$ cat src/rtl/mem_access_unit.sv
// mem_access_unit
// Data-side memory access controller for the M stage. Checks alignment,
// replicates store data across byte lanes, runs one transaction on the
// SRAM-like data bus, then extracts and extends the load result. The
// pipeline is stalled until the access completes.
//
// Ports:
//   clk, resetn                    clock, synchronous active-low reset
//   op_valid                       M stage holds a valid instruction
//   memwrite, memtoreg             store / load
//   memsize, memsignext            access size, sign-extend loads
//   addr, wdata                    effective byte address, store data
//   flush                          cancels this instruction's access
//   stall                          hold pipeline
//   rdata_out, rdata_valid         extended load result, one-cycle pulse
//   adel, ades, badvaddr           address error flags and faulting address
//   data_req, data_wr, data_size   bus request, write flag, size
//   data_addr, data_wdata          bus address and write data
//   data_rdata                     bus read data
//   data_addr_ok, data_data_ok     bus accept / bus complete
module mem_access_unit (
  input  logic        clk,
  input  logic        resetn,
  input  logic        op_valid,
  input  logic        memwrite,
  input  logic        memtoreg,
  input  logic [1:0]  memsize,
  input  logic        memsignext,
  input  logic [31:0] addr,
  input  logic [31:0] wdata,
  input  logic        flush,
  output logic        stall,
  output logic [31:0] rdata_out,
  output logic        rdata_valid,
  output logic        adel,
  output logic        ades,
  output logic [31:0] badvaddr,
  output logic        data_req,
  output logic        data_wr,
  output logic [1:0]  data_size,
  output logic [31:0] data_addr,
  output logic [31:0] data_wdata,
  input  logic [31:0] data_rdata,
  input  logic        data_addr_ok,
  input  logic        data_data_ok
);

  localparam logic [1:0] MEM_BYTE     = 2'b00;
  localparam logic [1:0] MEM_HALFWORD = 2'b01;
  localparam logic [1:0] MEM_WORD     = 2'b10;

  typedef enum logic [1:0] {
    S_IDLE = 2'b00,
    S_REQ  = 2'b01,
    S_WAIT = 2'b10,
    S_DONE = 2'b11
  } state_t;

  state_t      state;
  logic        drop;
  logic [1:0]  lat_off;
  logic [1:0]  lat_size;
  logic        lat_signext;

  logic        mem_op;
  logic        misaligned;
  logic        issue;
  logic [31:0] store_lanes;
  logic [15:0] shifted;
  logic [31:0] load_ext;

  // Alignment check and exception flags are purely combinational so the
  // exception is visible in the same cycle as the instruction.
  always_comb begin
    mem_op     = op_valid & (memwrite | memtoreg);
    misaligned = ((memsize == MEM_HALFWORD) & addr[0]) |
                 ((memsize == MEM_WORD) & (addr[1:0] != 2'b00));
    adel       = mem_op & memtoreg & misaligned;
    ades       = mem_op & memwrite & misaligned;
    badvaddr   = (adel | ades) ? addr : 32'h0;
    issue      = (state == S_IDLE) & mem_op & ~misaligned & ~flush;
    stall      = issue | (state == S_REQ) | (state == S_WAIT);
  end

  // Replicate the right-aligned store data into every lane it may land in,
  // so the bus byte strobes derived from address and size pick the right one.
  always_comb begin
    store_lanes = wdata;
    case (memsize)
      MEM_BYTE:     store_lanes = {4{wdata[7:0]}};
      MEM_HALFWORD: store_lanes = {2{wdata[15:0]}};
      default:      store_lanes = wdata;
    endcase
  end

  // Load extraction uses the latched offset/size/sign so the result does
  // not depend on whatever the M stage presents when data_ok arrives.
  // Only the low 16 bits after the lane shift are ever needed.
  always_comb begin
    shifted = data_rdata[15:0];
    case (lat_off)
      2'd0: shifted = data_rdata[15:0];
      2'd1: shifted = data_rdata[23:8];
      2'd2: shifted = data_rdata[31:16];
      2'd3: shifted = {8'h00, data_rdata[31:24]};
      default: shifted = data_rdata[15:0];
    endcase
    load_ext = data_rdata;
    case (lat_size)
      MEM_BYTE:     load_ext = {{24{lat_signext & shifted[7]}}, shifted[7:0]};
      MEM_HALFWORD: load_ext = {{16{lat_signext & shifted[15]}}, shifted};
      default:      load_ext = data_rdata;
    endcase
  end

  // Transaction state machine. All bus request fields are registered on
  // entry to REQ and held until the next request, which keeps them stable
  // while the bridge has not yet accepted. A flush after acceptance cannot
  // cancel the bus access, so it is remembered in drop and the returning
  // data is discarded while stall keeps the pipeline ordered.
  always_ff @(posedge clk) begin
    if (!resetn) begin
      state       <= S_IDLE;
      drop        <= 1'b0;
      data_req    <= 1'b0;
      data_wr     <= 1'b0;
      data_size   <= 2'b00;
      data_addr   <= 32'h0;
      data_wdata  <= 32'h0;
      rdata_out   <= 32'h0;
      rdata_valid <= 1'b0;
      lat_off     <= 2'b00;
      lat_size    <= 2'b00;
      lat_signext <= 1'b0;
    end else begin
      case (state)
        S_IDLE: begin
          rdata_valid <= 1'b0;
          if (issue) begin
            data_req    <= 1'b1;
            data_wr     <= memwrite;
            data_size   <= memsize;
            data_addr   <= addr;
            data_wdata  <= store_lanes;
            lat_off     <= addr[1:0];
            lat_size    <= memsize;
            lat_signext <= memsignext;
            state       <= S_REQ;
          end
        end
        S_REQ: begin
          if (data_addr_ok) begin
            data_req <= 1'b0;
            drop     <= flush;
            state    <= S_WAIT;
          end else if (flush) begin
            data_req <= 1'b0;
            state    <= S_IDLE;
          end
        end
        S_WAIT: begin
          if (data_data_ok) begin
            if (drop | flush) begin
              drop  <= 1'b0;
              state <= S_IDLE;
            end else begin
              rdata_out   <= data_wr ? 32'h0 : load_ext;
              rdata_valid <= 1'b1;
              state       <= S_DONE;
            end
          end else if (flush) begin
            drop <= 1'b1;
          end
        end
        S_DONE: begin
          rdata_valid <= 1'b0;
          state       <= S_IDLE;
        end
        default: state <= S_IDLE;
      endcase
    end
  end

endmodule

$ cat config.mk
export PLATFORM = sky130hd
export DESIGN_NAME = mem_access_unit
export DESIGN_NICKNAME = d
export VERILOG_FILES = /design/src/rtl/mem_access_unit.sv
export SDC_FILE = /design/constraint.sdc
export NUM_CORES = 1
export LEC_CHECK = 0
export ABC_CLOCK_PERIOD_IN_PS = 2500
export BUFFER_PORTS_ARGS = -buffer_cell sky130_fd_sc_hd__clkbuf_2
export CAP_MARGIN = 20
export CELL_PAD_IN_SITES_DETAIL_PLACEMENT = 0
export CELL_PAD_IN_SITES_GLOBAL_PLACEMENT = 1
export CORE_ASPECT_RATIO = 0.6
export CORE_MARGIN = 5
export CORE_UTILIZATION = 31
export CTS_CLUSTER_DIAMETER = 50
export DETAILED_ROUTE_END_ITERATION = 16
export MAX_ROUTING_LAYER = met4
export PLACE_DENSITY_LB_ADDON = 0.25
export SLEW_MARGIN = 20
export SYNTH_ARGS = -nofsm -noshare
export SYNTH_HDL_FRONTEND = slang
export SYNTH_SLANG_ARGS = --single-unit
$ cat constraint.sdc
create_clock -name clk -period 2.5 [get_ports clk]
set_input_delay 0.5 -clock clk [delete_from_list [all_inputs] [get_ports clk]]
set_output_delay 0.5 -clock clk [all_outputs]
set_load 0.01 [all_outputs]
* Yosys cells after proc, flatten, opt, wreduce, memory -nomap -nowiden *
Index checks and enable logic that the tools add are counted.

word-level totals
  word-level logic and storage cells = 86
  input port bits = 107
  output and inout port bits = 136
  flip-flop bits (word level) = 107

operators by class
  bitwise gates (word level) = 21
  muxes and demuxes = 23
  equality and inequality tests = 16
  reduce and logical (&&, ||, !) cells = 15

operators with widths
  cell                                                 number
  one-hot mux 32 bit (2 select lines)                  2
  two-way mux 32 bit                                   2
  one-hot mux 16 bit (4 select lines)                  1
  bitwise AND 1 bit                                    12
  AND reduction 3 bit                                  4
  equality test 2 bit, second input constant           5
  two-way mux 2 bit                                    5
  two-way mux 1 bit                                    9
  equality test 2 x 1 -> 1 bit, second input constant  4
  logical NOT 2 bit                                    4
  != test 2 bit, second input constant                 4
  one-hot mux 2 bit (4 select lines)                   1
  nonzero test 2 bit                                   4
  != test 3 bit, second input constant                 2
  bitwise OR 1 bit                                     6
  one-hot mux 1 bit (2 select lines)                   3
  AND reduction 4 bit                                  1
  != test 3 x 2 -> 1 bit, second input constant        1
  NOT 1 bit                                            3
  AND reduction 2 bit                                  1
  OR reduction 2 bit                                   1

* Longest topological paths before layout *
Gate-level depths: netlist (run 1).

  word-level depth = 8
  depth in mapped cells = 9
  depth with buffers taken out = 7

* Least setup slack after synthesis (run 1) *
Ideal clock, no wire load.

  kind = input port to output port
  start point = in memsize[0]
  end point = out badvaddr[10]
  slack = 0.256 ns
  buffers on the path = 2
  arrival time = 1.744 ns
  cell stages on the path = 7
  data required time = 2.000 ns
  cell sequence = buf_2 xor2_1 a22o_1 nand2_1 nor2_1 clkbuf_1 and2_1

on the way
  word-level cells in the longest chain between the ends = 6
  elaborated cells between the ends (all ways) = 9
  those cells by class = eq/ne (2); mux (1); bitwise (6)

RTL lines
  element                                                                     line    text
  start: declaration                                                          27      input logic [1:0] memsize,
  equality test 2 x 1 -> 1 bit / equality test 2 bit (equally long branches)  76, 77
  bitwise AND 1 bit, on equally long branches                                 76, 77
  bitwise OR 1 bit *                                                          76      misaligned = ((memsize == MEM_HALFWORD) & addr[0]) |
  bitwise AND 1 bit, on equally long branches                                 78, 79
  bitwise OR 1 bit *                                                          80      badvaddr = (adel | ades) ? addr : 32'h0;
  two-way mux 32 bit *                                                        80
  end: declaration                                                            37      output logic [31:0] badvaddr,

Mark *: on every way between the ends. The rest lies on a longest branch, timed or not.

* Final worst setup path (run 1) *
  start point = in memsize[1]
  end point = out badvaddr[29]

Same word-level chain as after synthesis.

==> flow_metrics.py, run 1 <==
metrics = {
    "grt": {
        "track_usage": 0.185,
        "grt_overflow": 0,
        "antenna_found_initial": 0,
        "grt_max_degree": 86,
        "grt_pass1_vias": 4922,
        "grt_pass1_wl_um": 27400,
    },
    "floorplanning": {
        "coreArea_sq_um": 16200,
        "die_h_um": 109,
        "die_w_um": 175,
        "dieArea_sq_um": 19200,
        "start_util": 0.315,
        "num_rows": 36,
        "io_pins": 243,
    },
    "hold_path": {
        "hold_class": "in -> reg",
        "holdCritStartpoint": "addr[5]",
    },
    "routing": {
        "met2WireLength_um": 7410,
        "final_antenna_net_count": 0,
        "top_layer_used": "met4",
        "detail_route.vias_per_cell": 4.98,
        "wl_um": 17600,
        "vias": 5210,
        "routed-wl-met3_um": 1470,
        "drc_errors": 0,
        "drt_pass1_iterations": 4,
        "drt_iter0_drc": 299,
        "drt-met1-wl_um": 8660,
        "wl_per_cell_um": 16.8,
    },
    "sta": {
        "clock_skew_ps": 10.9,
        "final-hold-violation-count": 0,
        "fin_setup_tns_ps": 0,
        "worstMarginPinSlew_ps": 931,
        "drv_slew": 0,
        "fmax_mhz": 434,
        "setup_violations": 0,
        "fin_crit_ps": 2300,
        "min_period_over_period": 0.921,
        "relSlewSlack": 0.380,
        "rsz0062_at_grt": "no",
    },
    "synth": {
        "synth_seq_cells": 105,
        "synth_edf_count": 0,
        "synth_area_per_cell_sq_um": 8.32,
        "yosys_warnings": 0,
        "synth.cell_area_sq_um": 5090,
        "synthCells": 612,
        "synth_nets": 723,
        "ys.flop_type": "dfxtp_1",
        "ys_types": 46,
        "async_reset_ff_frac": 0,
        "seq_area_frac_synth": 0.413,
    },
    "worst_setup_path": {
        "worstSetupPathType": "in -> out",
        "worstPathMaxFanout": 32,
        "reg2reg_slack_ps": 290,
        "startpoint": "memsize[1]",
        "timing.critical_path.arrival_ps": 1800,
        "start_kind": "primary input",
        "timing.rr.start": "state[0]",
        "cp-end-kind": "primary output",
        "critPathRequiredTime_ps": 2000,
    },
    "cts": {
        "cts_hold_buf": 0,
        "post_cts_buffers": 0,
        "cts_resized": 0,
        "cts-root-buf": "clkbuf_16",
        "max-clock-path-buffers": 2,
        "cts_max_level": 3,
        "cts_buffers": 9,
        "clk_pin_slew_ps": 70,
        "cts_sinks": 105,
        "cts_tree": "built",
        "worstSkewPairLatency_ps": 350,
    },
    "placed_design": {
        "gp_congestion": 0.869,
        "dpl.hpwl_um": 13600,
        "portBuffers": 242,
        "dp_cells": 1031,
    },
    "final_layout": {
        "layout_common_cells": "clkbuf_2 (242), nand2_1 (153), dfxtp_1 (105)",
        "final-instance-count-excl-fill": 1047,
        "regArea_sq_um": 2100,
        "final_common_cell": "clkbuf_2",
        "fill_cells": 1665,
        "drive_gt1_frac": 0.353,
        "syn_to_final_growth_pct": 34.2,
        "num-nets-final": 944,
        "insertedDiodeCount": 0,
        "multi_input_area_sq_um": 2720,
    },
    "run": {
        "maxCapViolCount": 0,
    },
    "run_status": {
        "outcome": "finished, final reports clean",
    },
    "power": {
        "power_density_nw_per_um2": 584,
        "finalPower_mw": 3.99,
        "ir_drop_mv": 0.308,
        "power.leakage_nw": 3.21,
    },
}
[critical path, cell delays in order]
cell and delay [ps]:
clkbuf_2 170, xor2_1 160, a22o_1 220, nand2_1 80
nor2_2 190, buf_12 190, and2_1 140, clkbuf_2 130
[area by class of cell]
type / count / area share
Timing Repair Buffer: 261 / 0.202
Multi-Input combinational cell: 442 / 0.397
Sequential cell: 105 / 0.308
Inverter: 14 / 0.00769
Tap cell: 209 / 0.0383
Clock inverter: 7 / 0.0145
Clock buffer: 9 / 0.0330
[logic make-up (layout without fill, tap and decap cells)]
logic type	Yosys count	count (layout)	share of synthesized area
muxes	24	24	0.0472
DFF	105	105	0.413
buffers and inverters	65	291	0.0563
adders and majority gates	4	4	0.00983
xor gates and xnor gates	1	1	0.00172
AOI/OAI and AO/OA	179	179	0.265
and+or+nand+nor	234	234	0.208
[path summary, 6_finish.rpt]
path	end	cells past startpoint
max	badvaddr[29]	8
min	data_addr[5]	3
max reg2reg	rdata_out[19]	6
min reg2reg	data_addr[2]	2
[metal layers]
layer / GRT usage / vias to the layer above
met5: - / -
met3: 0.0526 / 8
met2: 0.270 / 199
li1: - / 2556
met4: 0.0267 / 0
met1: 0.262 / 2447
[per-stage QoR]
| step | setup slack (ps) | utilization | hold WS (ps) | instance area, sq um |
|---|---|---|---|---|
| global placement | 191 | 0.403 | 443 | 6510 |
| finish | 196 | 0.423 | 385 | 6830 |
| CTS | 185 | 0.423 | 372 | 6830 |
| floorplan | 256 | - | 451 | 5090 |
| global route | 72.7 | 0.423 | 381 | 6830 |
| detailed placement | 165 | 0.403 | 448 | 6510 |
[report_power, final]
part | internal [mW] | total, mW | switching [mW]
sequential | 1.74 | 1.78 | 0.0442
clock | 0.889 | 1.57 | 0.685
combinational | 0.271 | 0.636 | 0.366
total | 2.90 | 3.99 | 1.09
[flip-flops by register name, summed over array words and instances (netlist names)]
name         cells
state            2
drop             1
rdata_valid      1
rdata_out       32
data_req         1
lat_size         2
data_wr          1
data_wdata      32
data_addr       32
lat_signext      1
[synthesized netlist by cell type, types with 2 or more instances]
library cell / number / area [sq um]
a22oi_1: 7 / 52.6
a21boi_0: 44 / 330
mux2i_1: 24 / 240
o211a_1: 16 / 160
o21a_1: 5 / 37.5
o221ai_1: 8 / 70.1
nor3_1: 4 / 20.0
buf_4: 4 / 30.0
nand2_1: 153 / 574
dfxtp_1: 105 / 2100
a21boi_1: 17 / 128
nor2_1: 10 / 37.5
buf_1: 3 / 11.3
and2_1: 33 / 206
and3_1: 2 / 12.5
nand4_1: 2 / 12.5
o21ai_0: 37 / 185
a22o_1: 2 / 17.5
a221o_2: 10 / 113
nor3b_1: 2 / 15.0
nand3_1: 8 / 40.0
buf_2: 15 / 75.1
o22ai_1: 5 / 31.3
nand3b_1: 2 / 15.0
inv_1: 14 / 52.6
clkbuf_1: 27 / 101
o21bai_1: 5 / 37.5
a21oi_1: 11 / 55.1
ha_1: 4 / 50.1
or3_1: 3 / 18.8
a221o_1: 6 / 60.1
nor2b_1: 10 / 62.6
Note: power is estimated with default switching activity, not from simulation.
==> run 2, diff against run 1 <==
--- a/config.mk
+++ b/config.mk
@@ -12,5 +12,4 @@
 export CELL_PAD_IN_SITES_GLOBAL_PLACEMENT = 1
-export CORE_ASPECT_RATIO = 0.6
 export CORE_MARGIN = 5
-export CORE_UTILIZATION = 31
+export CORE_UTILIZATION = 33
 export CTS_CLUSTER_DIAMETER = 50
==> constraint.sdc (replaced) <==
create_clock -name clk -period 2.5 [get_ports clk]
set_input_delay 0.375 -clock clk [delete_from_list [all_inputs] [get_ports clk]]
set_output_delay 0.375 -clock clk [all_outputs]
set_load 0.01 [all_outputs]
==> run 2 against run 1 <==
Clock power about the same. Non-clock buffer count shrank 5. Final cell count down 2.5%. Power decreased by 1.0%. Die area down 6.0%. Sequential share of layout area grew 0.27 points. Via count down 2.7%. Core utilization is 2.5 points higher. Final area is 0.86% lower. Routed wire length shrank 6.9%. Critical path depth decreased by 2. Critical endpoint is now rdata_out[28]. Combinational power fell by 2%.
==> flow_metrics.py, run 2 (synthesized netlist as in run 1, its figures left out) <==
metrics = {
    "run_status": {
        "outcome": "finished, final reports clean",
    },
    "final_layout": {
        "fill_cells": 1601,
        "top_regs": "data_addr: 32 flops, data_wdata: 32 flops, rdata_out: 32 flops",
        "final_common_cell": "clkbuf_2",
        "num-nets-final": 939,
        "multi_input_area_sq_um": 2720,
        "fin_area_sq_um": 6780,
        "final_core_util": 0.447,
        "syn_to_final_growth_pct": 33.0,
        "insertedDiodeCount": 0,
        "layout_common_cells": "clkbuf_2 (242), nand2_1 (153), dfxtp_1 (105)",
        "regArea_sq_um": 2100,
        "drive_gt1_frac": 0.349,
    },
    "sta": {
        "fin_crit_ps": 2230,
        "fmax_mhz": 448,
        "setup_violations": 0,
        "final-hold-violation-count": 0,
        "rsz0062_at_grt": "no",
        "min_period_over_period": 0.893,
        "fin_setup_tns_ps": 0,
        "drv_slew": 0,
        "worst_hold_slack_ps": 252,
        "worstMarginPinSlew_ps": 952,
        "clock_skew_ps": 6.63,
        "relSlewSlack": 0.365,
    },
    "routing": {
        "drc_errors": 0,
        "drt-met1-wl_um": 7230,
        "wl_um": 16400,
        "top_layer_used": "met4",
        "vias": 5069,
        "wl_per_cell_um": 16.1,
        "routed-wl-met3_um": 1040,
        "drt_pass1_iterations": 4,
        "met2WireLength_um": 7910,
        "drt_iter0_drc": 219,
        "final_antenna_net_count": 0,
        "detail_route.vias_per_cell": 4.96,
    },
    "worst_setup_path": {
        "timing.critical_path.arrival_ps": 2480,
        "cp_slowest_stage_delay_ps": 510,
        "critPathRequiredTime_ps": 2740,
        "cp-end-kind": "register",
        "crit_chain": "inv_1, ha_1, nand3_2, buf_4, and2_1, a221o_2",
        "worstSetupPathType": "reg -> reg",
        "slowest_stage": "a221o_2",
        "rr_worst_depth": 6,
        "worstPathMaxFanout": 24,
        "start_kind": "register",
    },
    "cts": {
        "max-clock-path-buffers": 2,
        "cts_sinks": 105,
        "cts_tree": "built",
        "cts_max_level": 3,
        "cts_buffers": 9,
        "clk_pin_slew_ps": 70,
        "post_cts_buffers": 0,
        "cts_resized": 0,
        "cts_hold_buf": 0,
        "worstSkewPairLatency_ps": 350,
        "cts-root-buf": "clkbuf_16",
    },
    "placed_design": {
        "dpl.hpwl_um": 12500,
        "gp_congestion": 0.810,
        "placed_area_sq_um": 6450,
        "portBuffers": 242,
    },
    "floorplanning": {
        "die_h_um": 134,
        "num_rows": 45,
        "coreArea_sq_um": 15100,
        "io_pins": 243,
        "start_util": 0.336,
        "dieArea_sq_um": 18000,
        "die_w_um": 134,
    },
    "grt": {
        "grt_pass1_vias": 5055,
        "antenna_found_initial": 0,
        "grt_max_degree": 84,
        "grt_pass1_wl_um": 26200,
        "grt_overflow": 0,
        "track_usage": 0.185,
    },
    "hold_path": {
        "hold_class": "in -> reg",
        "hold_depth": 3,
    },
    "run": {
        "maxCapViolCount": 0,
    },
    "power": {
        "power.leakage_nw": 3.19,
        "power_density_nw_per_um2": 583,
        "ir_drop_mv": 0.317,
    },
}
## run 2: cell types whose count changed in the layout (fill, tap and decap cells not counted)
cell | previous run | this run
buf_4 | 17 | 12
clkinv_4 | 0 | 1
inv_6 | 3 | 1
clkbuf_8 | 0 | 1
## run 2: routing by layer
| metal | vias to the layer above | global-route usage |
|---|---|---|
| met3 | 18 | 0.0521 |
| li1 | 2539 | - |
| met4 | 0 | 0.0458 |
| met2 | 135 | 0.303 |
| met1 | 2377 | 0.226 |
| met5 | - | - |
## run 2: final cells by class
type / instances / share of cell area
sequential: 105 / 0.310
tap: 188 / 0.0347
multi-input combinational: 442 / 0.401
clock buffer: 10 / 0.0353
clock inverter: 6 / 0.0133
timing repair buffer: 256 / 0.198
inverter: 14 / 0.00776
## run 2: path summary, 6_finish.rpt
path	from	slack (ps)	end
hold reg to reg	data_addr[5]	450	data_addr[5]
setup reg to reg	state[0]	270	rdata_out[28]
hold / removal	memsignext	250	lat_signext
setup / recovery	state[0]	270	rdata_out[28]
## run 2: power by group
group | internal (mW) | switching [mW]
combinational | 0.266 | 0.355
sequential | 1.74 | 0.0417
clock | 0.909 | 0.643
## run 2: critical path, delay by kind of cell, from the launching register on
kind	cells	cell delay, ps
fa+ha+maj	1	350
compound gates	1	510
buf+inv	2	310
simple gates	2	610
flops	1	330
## run 2: through the flow
stage	instances	worst slack (ps)	power [mW]
detailed placement	1005	279	2.44
global placement	1005	385	2.43
finish	1021	268	3.95
floorplan	612	506	2.16
global route	1021	158	4.14
CTS	1021	271	4.01
==> run 3, diff against run 2 <==
--- a/config.mk
+++ b/config.mk
@@ -18,2 +18,3 @@
 export PLACE_DENSITY_LB_ADDON = 0.25
+export REMOVE_ABC_BUFFERS = 1
 export SLEW_MARGIN = 20
==> constraint.sdc (replaced) <==
create_clock -name clk -period 2.5 [get_ports clk]
set_input_delay 0.25 -clock clk [delete_from_list [all_inputs] [get_ports clk]]
set_output_delay 0.25 -clock clk [all_outputs]
set_load 0.01 [all_outputs]
==> run 3 against run 2 <==
Worst hold slack got worse by 120 ps. Core utilization decreased by 0.15 points. Register-to-register slack improved by 100 ps. Critical path type unchanged. Largest cell class unchanged. Worst setup slack improved by 100 ps. Critical endpoint is now rdata_out[17]. Highest routed layer unchanged. Clock-buffer cell count increased by 2. Combinational power decreased by 1%. Clock power decreased by 9%. Die area unchanged.
==> flow_metrics.py, run 3 (synthesized netlist as in run 1, its figures left out) <==
metrics = {
    "run_status": {
        "outcome": "finished, final reports clean",
    },
    "floorplanning": {
        "num_rows": 45,
        "dieArea_sq_um": 18000,
        "coreArea_sq_um": 15100,
        "die_h_um": 134,
        "start_util": 0.336,
        "die_w_um": 134,
        "io_pins": 243,
    },
    "hold_path": {
        "hold_class": "in -> reg",
    },
    "sta": {
        "setup_violations": 0,
        "fin_crit_ps": 2130,
        "relSlewSlack": 0.415,
        "drv_slew": 0,
        "worst_hold_slack_ps": 134,
        "fin_setup_tns_ps": 0,
        "fin_ws_ps": 371,
        "fmax_mhz": 470,
        "final-hold-violation-count": 0,
        "worstMarginPinSlew_ps": 878,
        "rsz0062_at_grt": "no",
        "clock_skew_ps": 5.01,
        "min_period_over_period": 0.852,
    },
    "grt": {
        "track_usage": 0.177,
        "grt_overflow": 0,
        "grt_max_degree": 79,
        "grt_pass1_vias": 4733,
        "antenna_found_initial": 0,
        "grt_pass1_wl_um": 25200,
    },
    "final_layout": {
        "drive_gt1_frac": 0.350,
        "top_regs": "data_addr: 32 flops, data_wdata: 32 flops, rdata_out: 32 flops",
        "final_common_cell": "clkbuf_2",
        "syn_to_final_growth_pct": 32.6,
        "insertedDiodeCount": 0,
        "layout_common_cells": "clkbuf_2 (242), nand2_1 (153), dfxtp_1 (105)",
        "num-nets-final": 942,
    },
    "power": {
        "power_density_nw_per_um2": 564,
        "ir_drop_mv": 0.349,
        "finalPower_mw": 3.81,
        "power.leakage_nw": 3.19,
    },
    "placed_design": {
        "dp_slack_ps": 376,
        "dpl.hpwl_um": 12500,
        "portBuffers": 242,
        "gp_congestion": 0.839,
    },
    "routing": {
        "final_antenna_net_count": 0,
        "drt_pass1_iterations": 4,
        "drt_iter0_drc": 269,
        "drc_errors": 0,
        "wl_per_cell_um": 15.5,
        "vias": 4980,
        "wl_um": 15900,
        "detail_route.vias_per_cell": 4.87,
    },
    "cts": {
        "cts_resized": 0,
        "cts-root-buf": "clkbuf_16",
        "clk_pin_slew_ps": 70,
        "cts_buffers": 9,
        "max-clock-path-buffers": 2,
        "worstSkewPairLatency_ps": 350,
        "cts_sinks": 105,
        "cts_tree": "built",
        "cts_max_level": 3,
        "cts_hold_buf": 0,
        "post_cts_buffers": 0,
    },
    "worst_setup_path": {
        "timing.critical_path.arrival_ps": 2360,
        "worstSetupPathType": "reg -> reg",
        "start_kind": "register",
        "critPathRequiredTime_ps": 2730,
        "worstPathMaxFanout": 24,
        "cp-end-kind": "register",
    },
    "run": {
        "maxCapViolCount": 0,
    },
}
[run 3: area by class of cell]
class / instances / area [sq um]
clock buffers: 12 / 256
multi-input cells: 442 / 2720
clock inverters: 3 / 40.0
flip-flops and latches: 105 / 2100
inverters: 14 / 52.6
fillers: 1555 / 8390
well taps: 188 / 235
repair buffers: 259 / 1350
[run 3: metrics by stage]
stage          cells  utilization  area (sq um)
2_1_floorplan    561            -          4860
3_3_place_gp    1008        0.426          6460
3_5_place_dp    1008        0.426          6460
4_1_cts         1023        0.446          6750
5_1_grt         1023        0.446          6750
6_report        1023        0.446          6750
[run 3: critical path, stage by stage (launching register included)]
cell and delay (ps):
dfxtp_1 330, inv_1 110, ha_1 310, nand3_2 120, buf_4 190, and2_1 440, a221o_2 510
[run 3: metal layers]
metal,vias up,share of wire,track usage
met4,0,0.0097,0.0402
li1,2551,-,-
met3,12,0.077,0.0596
met1,2265,0.44,0.214
met2,152,0.47,0.287
met5,-,0,-
[run 3: path summary, 6_finish.rpt]
| path | start | to | slack, ps | depth (start not counted) |
|---|---|---|---|---|
| worst max-delay path | state[0] | rdata_out[17] | 370 | 6 |
| worst min-delay path | addr[29] | data_addr[29] | 130 | 3 |
| worst max register to register | state[0] | rdata_out[17] | 370 | 6 |
| worst min register to register | data_addr[3] | data_addr[3] | 450 | 2 |
[run 3: where the power goes]
group / internal, mW / switching (mW) / total, mW / leakage (nW)
clock network: 0.822 / 0.593 / 1.41 / 0.148
registers: 1.74 / 0.0432 / 1.78 / 0.851
logic: 0.265 / 0.347 / 0.612 / 2.19
